**src/rtl/mmu_systolic_array_if.sv**
```systemverilog
// rtl/mmu_systolic_array_if.sv - control, operand and result signals of the 2x2 systolic MMU
interface mmu_systolic_array_if #(
    parameter int DATA_W = 8,
    parameter int ACC_W  = 16
);
    logic                  mmu_en;
    logic [2:0]            mmu_cycle;
    logic [4*DATA_W-1:0]   weights;
    logic [4*DATA_W-1:0]   inputs;
    logic [1:0]            output_select;
    logic [ACC_W-1:0]      result;
    logic                  result_valid;
    logic                  done;

    modport master (
        output mmu_en, mmu_cycle, weights, inputs, output_select,
        input  result, result_valid, done
    );

    modport slave (
        input  mmu_en, mmu_cycle, weights, inputs, output_select,
        output result, result_valid, done
    );
endinterface

```
**src/rtl/mmu_systolic_array.sv**
```systemverilog
// rtl/mmu_systolic_array.sv - 2x2 output-stationary systolic matrix multiply with result holding registers
module mmu_systolic_array #(
    parameter int DATA_W = 8,
    parameter int ACC_W  = 16
) (
    input  logic                clk,
    input  logic                rst_n,
    mmu_systolic_array_if.slave bus
);

    typedef enum logic [1:0] {
        IDLE = 2'd0,
        RUN  = 2'd1,
        HOLD = 2'd2
    } state_t;

    state_t state_q, state_d;
    logic   capture, start;

    logic [DATA_W-1:0] w_el [4];
    logic [DATA_W-1:0] i_el [4];
    logic [DATA_W-1:0] a_row0, a_row1, b_col0, b_col1;

    // Forwarding registers: a moves right out of column 0, b moves down out of row 0
    logic [DATA_W-1:0] a_fwd00, a_fwd10, b_fwd00, b_fwd01;

    // PE index k = i*2 + j
    logic [DATA_W-1:0]   pe_a [4];
    logic [DATA_W-1:0]   pe_b [4];
    logic [2*DATA_W-1:0] prod [4];
    logic [ACC_W-1:0]    acc  [4];
    logic [ACC_W-1:0]    holding [4];
    logic [ACC_W-1:0]    result_q;
    logic                valid_q, done_q;

    always_comb begin
        for (int k = 0; k < 4; k++) begin
            w_el[k] = bus.weights[k*DATA_W +: DATA_W];
            i_el[k] = bus.inputs[k*DATA_W +: DATA_W];
        end
    end

    // Skewed edge injection: row i / column j start one step later per index
    always_comb begin
        a_row0 = '0;
        a_row1 = '0;
        b_col0 = '0;
        b_col1 = '0;
        if (bus.mmu_en) begin
            case (bus.mmu_cycle)
                3'd0: begin
                    a_row0 = w_el[0];
                    b_col0 = i_el[0];
                end
                3'd1: begin
                    a_row0 = w_el[1];
                    a_row1 = w_el[2];
                    b_col0 = i_el[2];
                    b_col1 = i_el[1];
                end
                3'd2: begin
                    a_row1 = w_el[3];
                    b_col1 = i_el[3];
                end
                default: ;
            endcase
        end
    end

    always_comb begin
        pe_a[0] = a_row0;
        pe_b[0] = b_col0;
        pe_a[1] = a_fwd00;
        pe_b[1] = b_col1;
        pe_a[2] = a_row1;
        pe_b[2] = b_fwd00;
        pe_a[3] = a_fwd10;
        pe_b[3] = b_fwd01;
        for (int k = 0; k < 4; k++) begin
            prod[k] = pe_a[k] * pe_b[k];
        end
    end

    always_ff @(posedge clk) begin
        if (!rst_n || !bus.mmu_en) begin
            a_fwd00 <= '0;
            a_fwd10 <= '0;
            b_fwd00 <= '0;
            b_fwd01 <= '0;
        end else begin
            a_fwd00 <= pe_a[0];
            a_fwd10 <= pe_a[2];
            b_fwd00 <= pe_b[0];
            b_fwd01 <= pe_b[1];
        end
    end

    // Step 0 overwrites so no residue survives from a prior operation
    always_ff @(posedge clk) begin
        if (!rst_n) begin
            for (int k = 0; k < 4; k++) acc[k] <= '0;
        end else if (bus.mmu_en) begin
            for (int k = 0; k < 4; k++) begin
                if (bus.mmu_cycle == 3'd0)
                    acc[k] <= ACC_W'(prod[k]);
                else if (bus.mmu_cycle <= 3'd3)
                    acc[k] <= acc[k] + ACC_W'(prod[k]);
            end
        end
    end

    always_ff @(posedge clk) begin
        if (!rst_n) state_q <= IDLE;
        else        state_q <= state_d;
    end

    always_comb begin
        state_d = state_q;
        capture = 1'b0;
        start   = 1'b0;
        case (state_q)
            IDLE: begin
                if (bus.mmu_en && bus.mmu_cycle == 3'd0) begin
                    state_d = RUN;
                    start   = 1'b1;
                end
            end
            RUN: begin
                if (!bus.mmu_en) begin
                    state_d = IDLE;
                end else if (bus.mmu_cycle == 3'd4) begin
                    state_d = HOLD;
                    capture = 1'b1;
                end
            end
            HOLD: begin
                if (bus.mmu_en && bus.mmu_cycle == 3'd0) begin
                    state_d = RUN;
                    start   = 1'b1;
                end
            end
            default: state_d = IDLE;
        endcase
    end

    always_ff @(posedge clk) begin
        if (!rst_n) begin
            for (int k = 0; k < 4; k++) holding[k] <= '0;
            valid_q  <= 1'b0;
            done_q   <= 1'b0;
            result_q <= '0;
        end else begin
            done_q <= capture;
            if (capture) begin
                for (int k = 0; k < 4; k++) holding[k] <= acc[k];
                valid_q <= 1'b1;
            end else if (start) begin
                valid_q <= 1'b0;
            end
            result_q <= holding[bus.output_select];
        end
    end

    assign bus.result       = result_q;
    assign bus.result_valid = valid_q;
    assign bus.done         = done_q;

endmodule

```
**src/flat_wrapper.sv**
```systemverilog
// flat-port wrapper written by rule: the top's interface ports become plain ports
module mmu_systolic_array_flat 
#(
    parameter int DATA_W = 8,
    parameter int ACC_W  = 16
)
  (clk, rst_n, bus_mmu_en, bus_mmu_cycle, bus_weights, bus_inputs, bus_output_select, bus_result, bus_result_valid, bus_done);
  mmu_systolic_array_if #(.DATA_W(DATA_W), .ACC_W(ACC_W)) bus_i ();
  input  logic clk;
  input  logic rst_n;
  input wire logic [$bits(bus_i.mmu_en)-1:0] bus_mmu_en;
  input wire logic [$bits(bus_i.mmu_cycle)-1:0] bus_mmu_cycle;
  input wire logic [$bits(bus_i.weights)-1:0] bus_weights;
  input wire logic [$bits(bus_i.inputs)-1:0] bus_inputs;
  input wire logic [$bits(bus_i.output_select)-1:0] bus_output_select;
  output wire logic [$bits(bus_i.result)-1:0] bus_result;
  output wire logic [$bits(bus_i.result_valid)-1:0] bus_result_valid;
  output wire logic [$bits(bus_i.done)-1:0] bus_done;
  assign bus_i.mmu_en = bus_mmu_en;
  assign bus_i.mmu_cycle = bus_mmu_cycle;
  assign bus_i.weights = bus_weights;
  assign bus_i.inputs = bus_inputs;
  assign bus_i.output_select = bus_output_select;
  assign bus_result = bus_i.result;
  assign bus_result_valid = bus_i.result_valid;
  assign bus_done = bus_i.done;
  mmu_systolic_array #(.DATA_W(DATA_W), .ACC_W(ACC_W)) u_core (.clk(clk), .rst_n(rst_n), .bus(bus_i));
endmodule
```
**config.mk**
```make
export PLATFORM = sky130hd
export DESIGN_NAME = mmu_systolic_array_flat
export DESIGN_NICKNAME = d
export VERILOG_FILES = /design/src/rtl/mmu_systolic_array_if.sv /design/src/rtl/mmu_systolic_array.sv /design/src/flat_wrapper.sv
export SDC_FILE = /design/constraint.sdc
export NUM_CORES = 1
export LEC_CHECK = 0
export ABC_AREA = 1
export BUFFER_PORTS_ARGS = -buffer_cell sky130_fd_sc_hd__buf_2
export CAP_MARGIN = 20
export CORE_ASPECT_RATIO = 1.2
export CORE_UTILIZATION = 53
export CTS_CLUSTER_DIAMETER = 50
export DETAILED_ROUTE_END_ITERATION = 7
export PLACE_DENSITY = 0.67
export SLEW_MARGIN = 25
export SYNTH_ARGS = -nofsm -noshare
export SYNTH_HDL_FRONTEND = slang
export SYNTH_SLANG_ARGS = --single-unit
```
**constraint.sdc**
```tcl
create_clock -name clk -period 7.7 [get_ports clk]
set_clock_uncertainty 0.1 [all_clocks]
set_input_delay 0.77 -clock clk [delete_from_list [all_inputs] [get_ports clk]]
set_output_delay 0.77 -clock clk [all_outputs]
set_load 0.03 [all_outputs]
```
==> metrics.md, run 1 <==
| Metric | Value |
|---|---|
| Final hold viol count | `0` |
| Final routed wirelength across all metal layers | `49.22 mm` |
| Kind of end point of the critical path | `flip-flop` |
| Buffers on Ports | `89` |
| Routed via count | `16250` |
| Hold Startpoint | `u_core.bus.result_valid` |
| Depth of the worst hold-timing path | `2` |
| Total global-route track usage | `27.24%` |
| DRC viols | `0` |
| Clock root buffer | `clkbuf_16` |
| Vias in the first global route | `16050` |
| Final weighted congestion of routability-driven global placement | `0.9272` |
| Leakage power figure | `11.37 nW` |
| Clock period minus worst slack | `6.668 ns` |
| Standard-cell rows | `76` |
| Total power density per cell area | `107.7 nW/um^2` |
| Area of the placeable core | `36040 um^2` |
| Clock-pin slew reported for the worst setup and hold paths after clock tree synthesis | `0.08 ns` |
| Final cell count without fillers | `3120` |
| Post-synth top flop | `edfxtp_1` |
| CP startpoint | `bus_mmu_cycle[2]` |
| Count of nets left with antenna violations after detail routing | `0` |
| Distinct cell type count after synthesis | `43` |
| Top-level port count | `90` |
| Share of the clock period used by the worst path after layout | `86.60%` |
| Yosys warnings | `0` |
| Reg2reg start | `u_core.a_fwd00[5]` |
| Endpoint required time on the critical path | `7.80 ns` |
| Vias per Instance | `5.208` |
| FF+latch count, synth | `180` |
| Critical path class | `in -> reg` |
| Cts bufs inserted | `17` |
| First-pass GRT wire length | `80.25 mm` |
| X dimension of the die | `177.1 um` |
| Worst Setup Start Kind | `input port` |
| Worst voltage drop across the vdd grid | `0.1576 mV` |
| Total die area | `37560 um^2` |
| Initial drt markers | `1114` |
| Congestion Overflow GR | `0` |
| CTS tree | `yes` |
| Clk sink count | `180` |
| Setup violation total in the final timing report | `0` |
| Placed Instances | `3088` |
| Largest net degree at the start of global routing | `66` |
| Most frequent cells in the layout | `inv_1 (536), nand2_1 (526), nor2_1 (367)` |
| Layout Area Growth over Synthesis | `7.201%` |
| Max-cap violations | `0` |
| Worst relative slew slack | `35.00%` |
| Largest buffer count on any clock path | `2` |
| Post-DP HPWL | `39.78 mm` |
| Mean instance size in the synthesized netlist | `7.547 um^2` |
| Most common library cell in the layout ignoring fill and taps | `inv_1` |
| Max Fanout on Critical Path | `16` |
| Antenna violations before repair | `0` |
| Starting density of the core | `54.09%` |
| Summed instance area of the synthesized netlist | `19490 um^2` |
| Total negative slack for setup checks | `0 ns` |
| Synthesized instance count | `2583` |
| Number of antenna repair diodes | `0` |
| Fin. max-slew vios | `0` |
| Skew-Pair Late Insertion Delay | `0.46 ns` |
| Arrival time of the worst setup path | `6.77 ns` |
| Worst reg-to-reg setup slack | `2.02 ns` |
| Share of layout cells above drive strength 1 | `6.486%` |
| Post-synthesis sequential area ratio | `25.06%` |
| Share of synthesized registers carrying an async set or reset | `0%` |
| Average wire length per cell after detail routing | `15.77 um` |
| End point of the worst hold path | `u_core.bus.result_valid` |
| Unrepaired setup endpoints after global routing | `false` |
| Setup bufs post-CTS | `0` |
| Length of the first detailed-routing pass in iterations | `5` |
| Slew @ Worst Pin | `0.9750 ns` |
| Status | `finished clean` |
| Capturing point of the worst reg2reg path | `u_core.acc[1][15]` |
| Gates resized, CTS repair | `0` |
| HP Class | `reg -> reg` |
| Number of H-tree branching levels | `4` |
| Worst Reg2Reg Path Length in Cells | `23` |
| Post-Synthesis Net Count | `3010` |
| Net total in the final layout | `3066` |
| Achievable frequency | `150.0 MHz` |
| Overall die height | `212.1 um` |
| Count of hold-fix buffers inserted at cts | `0` |
| Number of enable flip-flop cells after synthesis | `128` |
-- area by class of cell --
cell class                 instances  area, um^2
clock buffer                      19       454.2
clock inverter                    13       153.9
fill                            3422       15140
inverter                         547        2057
multi-input combinational       1794       12240
sequential                       180        4885
tap                              468       585.6
timing repair buffer              99       520.5
-- stage by stage --
stage,hold slack (ns),total power [mW],instance area (um^2),utilization [%],setup slack (ns)
after global routing,0.3987,2.330,20900,57.99,0.4542
after floorplan,0.3904,1.278,19490,-,1.448
final,0.3843,2.250,20900,57.99,1.032
after detailed placement,0.3719,1.366,20290,56.30,0.5793
after CTS,0.3847,2.262,20900,57.99,1.046
after global placement,0.3598,1.363,20290,56.30,0.6075
-- critical path: stages --
cell and delay (ns):
buf_2 0.16, inv_1 0.10, nand3_1 0.37, o21ai_0 0.31, nand2_1 0.30, nor2_1 0.22
fa_1 0.48, fa_1 0.51, fa_1 0.49, inv_1 0.05, fa_1 0.48, inv_1 0.04
ha_1 0.35, a21oi_1 0.26, a21boi_0 0.30, xnor2_1 0.26, ha_1 0.34, inv_1 0.10
o21bai_1 0.09, o21bai_1 0.18, a21oi_1 0.13, nand2_1 0.10, nand2_1 0.07, nand2_1 0.04
o21ai_0 0.18, inv_1 0.06
-- registers in the layout, summed over array words and instances (netlist names), 2 cells and up --
signal	cells
u_core.b_fwd00	8
u_core.state_q	2
u_core.a_fwd00	8
u_core.a_fwd10	8
u_core.b_fwd01	8
u_core.bus.result	16
u_core.holding	64
u_core.acc	64
-- Yosys cell counts (2+ instances only) --
library cell / n / share of area [%]
o21bai_1: 18 / 0.69
o21ai_0: 104 / 2.7
or2_2: 7 / 0.22
dfxtp_1: 52 / 5.3
nand3_1: 123 / 3.2
and2_1: 10 / 0.32
nor2_4: 3 / 0.17
ha_1: 207 / 13
o22ai_2: 8 / 0.51
clkbuf_1: 34 / 0.65
o22ai_4: 8 / 0.82
xor2_1: 32 / 1.4
a211o_1: 6 / 0.27
buf_6: 7 / 0.40
a21o_1: 10 / 0.39
inv_1: 537 / 10
a22o_1: 5 / 0.22
nor3_2: 2 / 0.10
inv_2: 8 / 0.15
a31oi_1: 8 / 0.26
nor2_1: 367 / 7.1
nand4_1: 11 / 0.35
nand3b_1: 4 / 0.15
a21boi_0: 8 / 0.31
fa_1: 148 / 15
buf_2: 15 / 0.39
edfxtp_1: 128 / 20
xnor2_1: 13 / 0.58
a21oi_1: 132 / 3.4
nor3_1: 17 / 0.44
nand2_1: 528 / 10
o21ai_1: 8 / 0.21
buf_4: 5 / 0.19
-- report_power, final --
part	internal (mW)	switching [mW]	leakage, nW
clock network	0.455	0.449	0.296
registers	1.07	0.0249	1.76
logic	0.0739	0.173	9.31
-- worst max path at each step --
stage | to | slack [ns] | cells after the start
2_1_floorplan | u_core.acc[0][15] | 1.45 | 28
3_3_place_gp | u_core.acc[2][15] | 0.61 | 29
6_report | u_core.acc[2][14] | 1.03 | 26
5_1_grt | u_core.acc[2][15] | 0.45 | 29
4_1_cts | u_core.acc[2][14] | 1.05 | 26
3_5_place_dp | u_core.acc[2][14] | 0.58 | 26
-- kinds of logic (layout without fill, tap and decap cells) --
group                    after synthesis  in the layout  share of synthesized area, %
adder cells (fa/ha/maj)              355            355                         28.48
AO/OA/AOI/OAI                        317            317                         9.826
buffers and inverters                609            678                         12.20
XOR/XNOR                              45             45                         2.022
flip-flops                           180            180                         25.06
AND/OR/NAND/NOR                     1077           1077                         22.41
-- per-layer routing --
layer | vias to the layer above | wire [um] | GRT usage [%]
met3 | 53 | 1852 | 2.843
met1 | 7630 | 23030 | 36.82
li1 | 8173 | - | -
met4 | 0 | 1059 | 7.907
met2 | 392 | 23280 | 45.91
met5 | - | 0 | 0
No activity file was read; power rests on OpenSTA's default activity.
==> inputs of run 2 (changes only) <==
==> constraint.sdc (replaced) <==
create_clock -name clk -period 8.4 [get_ports clk]
set_clock_uncertainty 0.1 [all_clocks]
set_input_delay 0.42 -clock clk [delete_from_list [all_inputs] [get_ports clk]]
set_output_delay 0.42 -clock clk [all_outputs]
set_load 0.03 [all_outputs]
==> metrics.md, run 2 (same netlist as run 1, synthesis figures left out) <==
| Metric | Value |
|---|---|
| Total power density per cell area | `96.71 nW/um^2 (-10%)` |
| Routed via count | `16430 (+1.1%)` |
| Number of H-tree branching levels | `4 (unchanged)` |
| Largest buffer count on any clock path | `2 (unchanged)` |
| Worst voltage drop across the vdd grid | `0.1464 mV (-7.1%)` |
| Total die area | `37560 um^2 (unchanged)` |
| Worst relative slew slack | `33.44% (-1.6 points)` |
| Final weighted congestion of routability-driven global placement | `0.9482 (+2.3%)` |
| HP Class | `in -> reg` |
| Congestion Overflow GR | `0 (unchanged)` |
| Count of buffer and inverter cells on the critical path | `3 (-3)` |
| Vias per Instance | `5.270 (+1.2%)` |
| Skew-Pair Late Insertion Delay | `0.47 ns (about the same)` |
| Fraction of power consumed by sequential logic | `50.1% (+1.3 points)` |
| Buffers on Ports | `89 (unchanged)` |
| Hold Startpoint | `rst_n` |
| CTS tree | `yes` |
| Part of the power in the clock network | `38.9% (-1.3 points)` |
| Length of the first detailed-routing pass in iterations | `7 (+2)` |
| Area of the placeable core | `36040 um^2 (unchanged)` |
| Total negative slack for setup checks | `0 ns (unchanged)` |
| Leakage power figure | `11.32 nW (-0.43%)` |
| Net switching power of the design | `0.5698 mW (-12%)` |
| Vias in the first global route | `15910 (-0.88%)` |
| Clock root buffer | `clkbuf_16` |
| Filler instances | `3349 (-2.1%)` |
| Count of hold-fix buffers inserted at cts | `0 (unchanged)` |
| Total global-route track usage | `26.81% (-0.43 points)` |
| Max-cap violations | `0 (unchanged)` |
| Layout Area Growth over Synthesis | `6.739%` |
| First-pass GRT wire length | `79.29 mm (-1.2%)` |
| Status | `finished clean` |
| Starting density of the core | `54.09% (unchanged)` |
| Endpoint required time on the critical path | `8.51 ns (+0.71 ns)` |
| Setup violation total in the final timing report | `0 (unchanged)` |
| Reg2reg start | `u_core.b_fwd00[3]` |
| Achievable frequency | `150.8 MHz` |
| Summed area of non-filler cells in the final layout | `20810 um^2 (-0.43%)` |
| Clock period minus worst slack | `6.631 ns` |
| Crit path largest cell delay | `0.82 ns (+0.31 ns)` |
| Critical path class | `in -> reg` |
| Unrepaired setup endpoints after global routing | `false` |
| Antenna violations before repair | `0 (unchanged)` |
| X dimension of the die | `177.1 um (unchanged)` |
| Average wire length per cell after detail routing | `15.57 um (-1.3%)` |
| Arrival time of the worst setup path | `6.74 ns (-0.03 ns)` |
| Finished Core Util | `57.74% (-0.25 points)` |
| Clk sink count | `180 (unchanged)` |
| Standard-cell rows | `76 (unchanged)` |
| PnR Total Power | `2.013 mW (-11%)` |
| Max Fanout on Critical Path | `32 (+16)` |
| Switching Share | `28.31% (-0.43 points)` |
| Share of the clock period used by the worst path after layout | `78.93%` |
| P_int | `1.443 mW (-10%)` |
| Final routed wirelength across all metal layers | `48.53 mm (-1.4%)` |
| Cts bufs inserted | `17 (unchanged)` |
| Depth of the worst hold-timing path | `3 (+1)` |
| Depth of the critical timing path with buffers and inverters included | `26 (unchanged)` |
| Most common library cell in the layout ignoring fill and taps | `inv_1` |
| Overall die height | `212.1 um (unchanged)` |
| Fin. max-slew vios | `0 (unchanged)` |
| DRC viols | `0 (unchanged)` |
| Largest net degree at the start of global routing | `66 (unchanged)` |
| Setup bufs post-CTS | `0 (unchanged)` |
| Kind of end point of the critical path | `flip-flop` |
| Gates resized, CTS repair | `0 (unchanged)` |
| Post-DP HPWL | `38.98 mm (-2.0%)` |
| Most frequent cells in the layout | `inv_1 (536), nand2_1 (526), nor2_1 (367)` |
| Count of nets left with antenna violations after detail routing | `0 (unchanged)` |
| Initial drt markers | `1154 (+3.6%)` |
| Clock-pin slew reported for the worst setup and hold paths after clock tree synthesis | `0.08 ns (about the same)` |
| Slew @ Worst Pin | `0.9952 ns (+0.02016 ns)` |
| Top-level port count | `90 (unchanged)` |
| Worst Reg2Reg Path Length in Cells | `25 (+8.7%)` |
| Most used cell, CP | `nand2_1` |
| Final hold viol count | `0 (unchanged)` |
| Area after DPL | `20250 um^2 (-0.17%)` |
| Largest delay share family, worst path | `adder cells` |
| Combinational group share of total power | `11.1% (about the same)` |
| Worst Setup Start Kind | `input port` |
| Net total in the final layout | `3061 (-0.16%)` |
| Pre-CTS setup slack | `1.375 ns (+0.7955 ns)` |
| Crit-path slowest cell | `nor3_4` |
| Final WS setup | `1.769 ns (+0.7375 ns)` |
| CP startpoint | `bus_mmu_cycle[2]` |
| Share of layout cells above drive strength 1 | `6.271% (-0.21 points)` |
## run 2: cell types whose count changed in the layout (fill, tap and decap cells not counted)
| cell | previous run | this run |
|---|---|---|
| diode_2 | 0 | 2 |
| buf_4 | 10 | 5 |
| clkinvlp_4 | 0 | 1 |
| clkbuf_1 | 1 | 2 |
| inv_4 | 2 | 4 |
| clkbuf_16 | 18 | 17 |
| inv_8 | 2 | 5 |
| clkinv_8 | 5 | 0 |
| inv_6 | 4 | 3 |
## run 2: worst register-to-register path, cell delays in order, from the launching register on
cell and delay [ns]:
dfxtp_1 0.36, inv_1 0.24, nor2_1 0.11, fa_1 0.53
inv_1 0.06, fa_1 0.53, inv_1 0.05, fa_1 0.49
inv_1 0.06, fa_1 0.47, inv_1 0.04, ha_1 0.33
a21oi_1 0.23, a21boi_0 0.32, o21ai_0 0.12, nand2_1 0.09
and2_1 0.14, ha_1 0.29, a21oi_1 0.24, nand2_1 0.11
a21oi_1 0.19, nand2_1 0.07, nand2_1 0.06, nand3_1 0.08
nor2_1 0.12, nor2_1 0.05
## run 2: power groups by stage
stage | logic, mW | registers [mW] | clock network [mW]
global placement | 0.219 | 1.03 | 0
global route | 0.248 | 1.01 | 0.829
detailed placement | 0.221 | 1.03 | 0
floorplan | 0.144 | 1.03 | 0
CTS | 0.222 | 1.01 | 0.796
finish | 0.223 | 1.01 | 0.783
## run 2: final cells by class
type / instances / area (um^2) / area share, %
Tap cell: 468 / 585.6 / 2.814
Multi-Input combinational cell: 1794 / 12240 / 58.84
Timing Repair Buffer: 94 / 483.0 / 2.321
Clock inverter: 13 / 116.4 / 0.5592
Antenna cell: 2 / 5.005 / 0.02405
Sequential cell: 180 / 4885 / 23.47
Inverter: 547 / 2058 / 9.891
Clock buffer: 19 / 432.9 / 2.080
## run 2: worst paths after layout
check                                 end  slack [ns]
setup / recovery        u_core.acc[2][15]        1.77
hold / removal          u_core.state_q[1]        0.29
setup reg to reg        u_core.acc[2][15]        2.67
hold reg to reg   u_core.bus.result_valid        0.39
## run 2: per-layer routing
| layer | part of all wire (%) | vias up | global-route usage (%) |
|---|---|---|---|
| met3 | 5.2 | 57 | 3.433 |
| li1 | - | 8157 | - |
| met2 | 46 | 523 | 43.97 |
| met4 | 2.0 | 0 | 7.759 |
| met1 | 46 | 7691 | 36.89 |
| met5 | 0 | - | 0 |
## run 2: per-stage QoR
step	hold WS [ns]	std cells
global placement	0.3546	3083
CTS	0.2591	3115
floorplan	0.3904	2583
detailed placement	0.3673	3083
finish	0.2872	3117
global route	0.2988	3115
==> inputs of run 3 (changes only) <==
ABC_AREA = 0   (was 1)
clock period = 6.4 ns   (was 8.4 ns; I/O delays follow)
==> metrics.md, run 3 <==
| Metric | Value |
|---|---|
| Switching Share | `27.28% (-1.0 points)` |
| Layout Area Growth over Synthesis | `16.02%` |
| Largest net degree at the start of global routing | `88 (+33%)` |
| Worst reg-to-reg setup slack | `0.23 ns (-2.44 ns)` |
| Worst Setup Start Kind | `flip-flop` |
| Clock root buffer | `clkbuf_16` |
| Worst relative slew slack | `26.19% (-7.2 points)` |
| Reg2reg start | `u_core.b_fwd01[2]` |
| Area fraction of the dominant cell type after synthesis | `21.49% (+1.8 points)` |
| First-pass GRT wire length | `72.84 mm (-8.1%)` |
| PnR Total Power | `2.752 mW (+37%)` |
| Summed instance area of the synthesized netlist | `17890 um^2 (-8.2%)` |
| Fraction of power consumed by sequential logic | `48.4% (-1.7 points)` |
| Antenna violations before repair | `0 (unchanged)` |
| Most frequent cells in the layout | `inv_1 (214), ha_1 (206), buf_4 (161)` |
| Achievable frequency | `162.0 MHz` |
| Length of the first detailed-routing pass in iterations | `5 (-2)` |
| Share of the clock period used by the worst path after layout | `96.44%` |
| X dimension of the die | `169.7 um (-4.2%)` |
| Post-Synthesis Net Count | `2262 (-25%)` |
| Post-synth top flop | `edfxtp_1` |
| Number of H-tree branching levels | `4 (unchanged)` |
| Skew-Pair Late Insertion Delay | `0.45 ns (-0.02 ns)` |
| Starting density of the core | `53.96% (-0.14 points)` |
| CP startpoint | `u_core.b_fwd01[2]` |
| P_int | `2.002 mW (+39%)` |
| Critical path class | `reg -> reg` |
| Setup violation total in the final timing report | `0 (unchanged)` |
| Fin. max-slew vios | `0 (unchanged)` |
| Post-DP HPWL | `36.39 mm (-6.6%)` |
| Area of the placeable core | `33160 um^2 (-8.0%)` |
| Share of layout cells above drive strength 1 | `16.66% (+10 points)` |
| Depth of the worst hold-timing path | `3 (unchanged)` |
| Total power density per cell area | `132.6 nW/um^2 (+37%)` |
| Net total in the final layout | `2485 (-19%)` |
| Final routed wirelength across all metal layers | `45.29 mm (-6.7%)` |
| Most common library cell in the layout ignoring fill and taps | `inv_1` |
| Average wire length per cell after detail routing | `17.96 um (+15%)` |
| DRC viols | `0 (unchanged)` |
| Post-synthesis sequential area ratio | `27.30% (+2.2 points)` |
| Total die area | `34500 um^2 (-8.2%)` |
| Synthesized instance count | `1835 (-29%)` |
| Count of hold-fix buffers inserted at cts | `0 (unchanged)` |
| Yosys warnings | `0 (unchanged)` |
| Congestion Overflow GR | `0 (unchanged)` |
| Max-cap violations | `0 (unchanged)` |
| Worst Reg2Reg Path Length in Cells | `21 (-16%)` |
| CTS tree | `yes` |
| Distinct cell type count after synthesis | `67 (+56%)` |
| Initial drt markers | `1040 (-9.9%)` |
| Largest buffer count on any clock path | `2 (unchanged)` |
| Clk sink count | `180 (unchanged)` |
| Filler instances | `2742 (-18%)` |
| Combinational group share of total power | `11.5% (+0.4 points)` |
| Count of nets left with antenna violations after detail routing | `0 (unchanged)` |
| Slew @ Worst Pin | `1.106 ns (+0.1108 ns)` |
| Final hold viol count | `0 (unchanged)` |
| Number of antenna repair diodes | `0 (-2)` |
| Post-synth top cells | `inv_1 (214), ha_1 (207), and2_1 (160)` |
| Kind of end point of the critical path | `flip-flop` |
| HP Class | `in -> reg` |
| Endpoint required time on the critical path | `6.47 ns (-2.04 ns)` |
| Number of enable flip-flop cells after synthesis | `128 (unchanged)` |
| Standard-cell rows | `73 (-3.9%)` |
| Clock-pin slew reported for the worst setup and hold paths after clock tree synthesis | `0.08 ns (about the same)` |
| Buffers on Ports | `89 (unchanged)` |
| Overall die height | `203.3 um (-4.2%)` |
| Cts bufs inserted | `17 (unchanged)` |
| Vias in the first global route | `14050 (-12%)` |
| Max Fanout on Critical Path | `8 (-75%)` |
| Share of synthesized registers carrying an async set or reset | `0% (unchanged)` |
| Leakage power figure | `10.31 nW (-8.9%)` |
| Arrival time of the worst setup path | `6.24 ns (-0.50 ns)` |
| Final cell count without fillers | `2521 (-19%)` |
| Biggest area consumer among synthesized cells | `edfxtp_1` |
| Net switching power of the design | `0.7509 mW (+32%)` |
| Final weighted congestion of routability-driven global placement | `0.8955 (-5.6%)` |
| Routed via count | `14070 (-14%)` |
| Capturing point of the worst reg2reg path | `u_core.acc[3][15]` |
| Synth top area cells | `edfxtp_1 (21%), fa_1 (17%), ha_1 (14%)` |
| Status | `finished clean` |
| Mean instance size in the synthesized netlist | `9.749 um^2 (+29%)` |
| Worst setup path endpoint | `u_core.acc[3][15]` |
| Most frequent cell after synthesis | `inv_1` |
| Clock period minus worst slack | `6.172 ns` |
| Vias per Instance | `5.580 (+5.9%)` |
| Top-level port count | `90 (unchanged)` |
| Placed Instances | `2484 (-19%)` |
| Part of the power in the clock network | `40.1% (+1.2 points)` |
| Total global-route track usage | `27.22% (+0.41 points)` |
| FF+latch count, synth | `180 (unchanged)` |
| Worst voltage drop across the vdd grid | `0.1760 mV (+20%)` |
run 3: cell types whose count changed after synthesis, moves of 23 or more:
| cell | change |
|---|---|
| nor2_1 | -229 |
| and3_1 | +71 |
| nor2b_1 | +23 |
| nand3_1 | -111 |
| a22oi_1 | +33 |
| nand2_1 | -394 |
| o21ai_0 | -67 |
| xnor2_1 | +43 |
| and2_1 | +150 |
| a21oi_1 | -50 |
| inv_1 | -323 |
run 3: layout make-up:
cell class | count | area, um^2 | area share, %
clock buffer | 20 | 479.2 | 2.309
clock inverter | 12 | 150.1 | 0.7234
sequential | 180 | 4885 | 23.54
inverter | 214 | 803.3 | 3.870
multi-input combinational | 1391 | 12140 | 58.49
timing repair buffer | 254 | 1734 | 8.355
tap | 450 | 563.0 | 2.713
run 3: layer usage:
layer	track usage [%]	wire length, um
met5	0	0
met4	8.172	999
met3	2.969	2248
met2	45.58	21970
met1	37.10	20070
run 3: power by group through the flow:
stage / clock network (mW) / registers, mW / logic [mW]
5_1_grt: 1.16 / 1.34 / 0.346
3_5_place_dp: 0 / 1.36 / 0.311
2_1_floorplan: 0 / 1.35 / 0.171
4_1_cts: 1.12 / 1.33 / 0.313
3_3_place_gp: 0 / 1.36 / 0.305
6_report: 1.10 / 1.33 / 0.317
run 3: repair_timing:
item                       CTS  global route
gates resized for setup      0            12
setup buffers                0             5
setup endpoints to repair    0             7
run 3: worst min path at each step:
stage	from	end	slack (ns)
2_1_floorplan	bus_inputs[24]	u_core.b_fwd01[0]	0.39
3_3_place_gp	u_core.bus.result_valid	u_core.bus.result_valid	0.43
3_5_place_dp	u_core.bus.result_valid	u_core.bus.result_valid	0.42
4_1_cts	bus_inputs[25]	u_core.b_fwd01[1]	0.04
5_1_grt	bus_inputs[25]	u_core.b_fwd01[1]	0.07
6_report	bus_inputs[25]	u_core.b_fwd01[1]	0.06
run 3: worst max-delay path, cell delays in order, from the launching register on:
cell and delay [ns]:
dfxtp_1 0.59, nand2_1 0.16, fa_1 0.54, fa_1 0.55
inv_1 0.05, fa_1 0.47, inv_1 0.05, fa_1 0.47
inv_1 0.04, ha_1 0.32, o21a_1 0.20, o31a_1 0.13
a21oi_1 0.27, ha_1 0.35, and4_1 0.23, nor2b_1 0.16
a2111oi_4 0.38, o31ai_2 0.15, o31ai_2 0.22, xor2_1 0.20
xnor2_1 0.15, o22ai_1 0.10
run 3: logic make-up (layout without fill, tap and decap cells):
| group | count (synthesis) | in the layout | share of synthesized area [%] |
|---|---|---|---|
| XOR/XNOR | 92 | 92 | 4.504 |
| multiplexers | 22 | 22 | 2.357 |
| AND/OR/NAND/NOR | 606 | 606 | 17.41 |
| flip-flops | 180 | 180 | 27.30 |
| adder cells (fa/ha/maj) | 355 | 355 | 31.04 |
| buffers and inverters | 264 | 500 | 5.595 |
| AO/OA/AOI/OAI | 316 | 316 | 11.79 |
run 3: through the flow:
step / hold WS (ns) / worst slack, ns / setup TNS (ns) / area (um^2) / util, %
2_1_floorplan: 0.3864 / -0.007417 / -0.007417 / 17980 / -
3_3_place_gp: 0.4290 / -0.09959 / -0.1247 / 20040 / 60.44
3_5_place_dp: 0.4232 / -0.2603 / -1.118 / 20040 / 60.44
4_1_cts: 0.03688 / 0.2312 / 0 / 20670 / 62.33
5_1_grt: 0.06741 / -0.004410 / -0.004410 / 20750 / 62.60
6_report: 0.05856 / 0.2280 / 0 / 20750 / 62.60
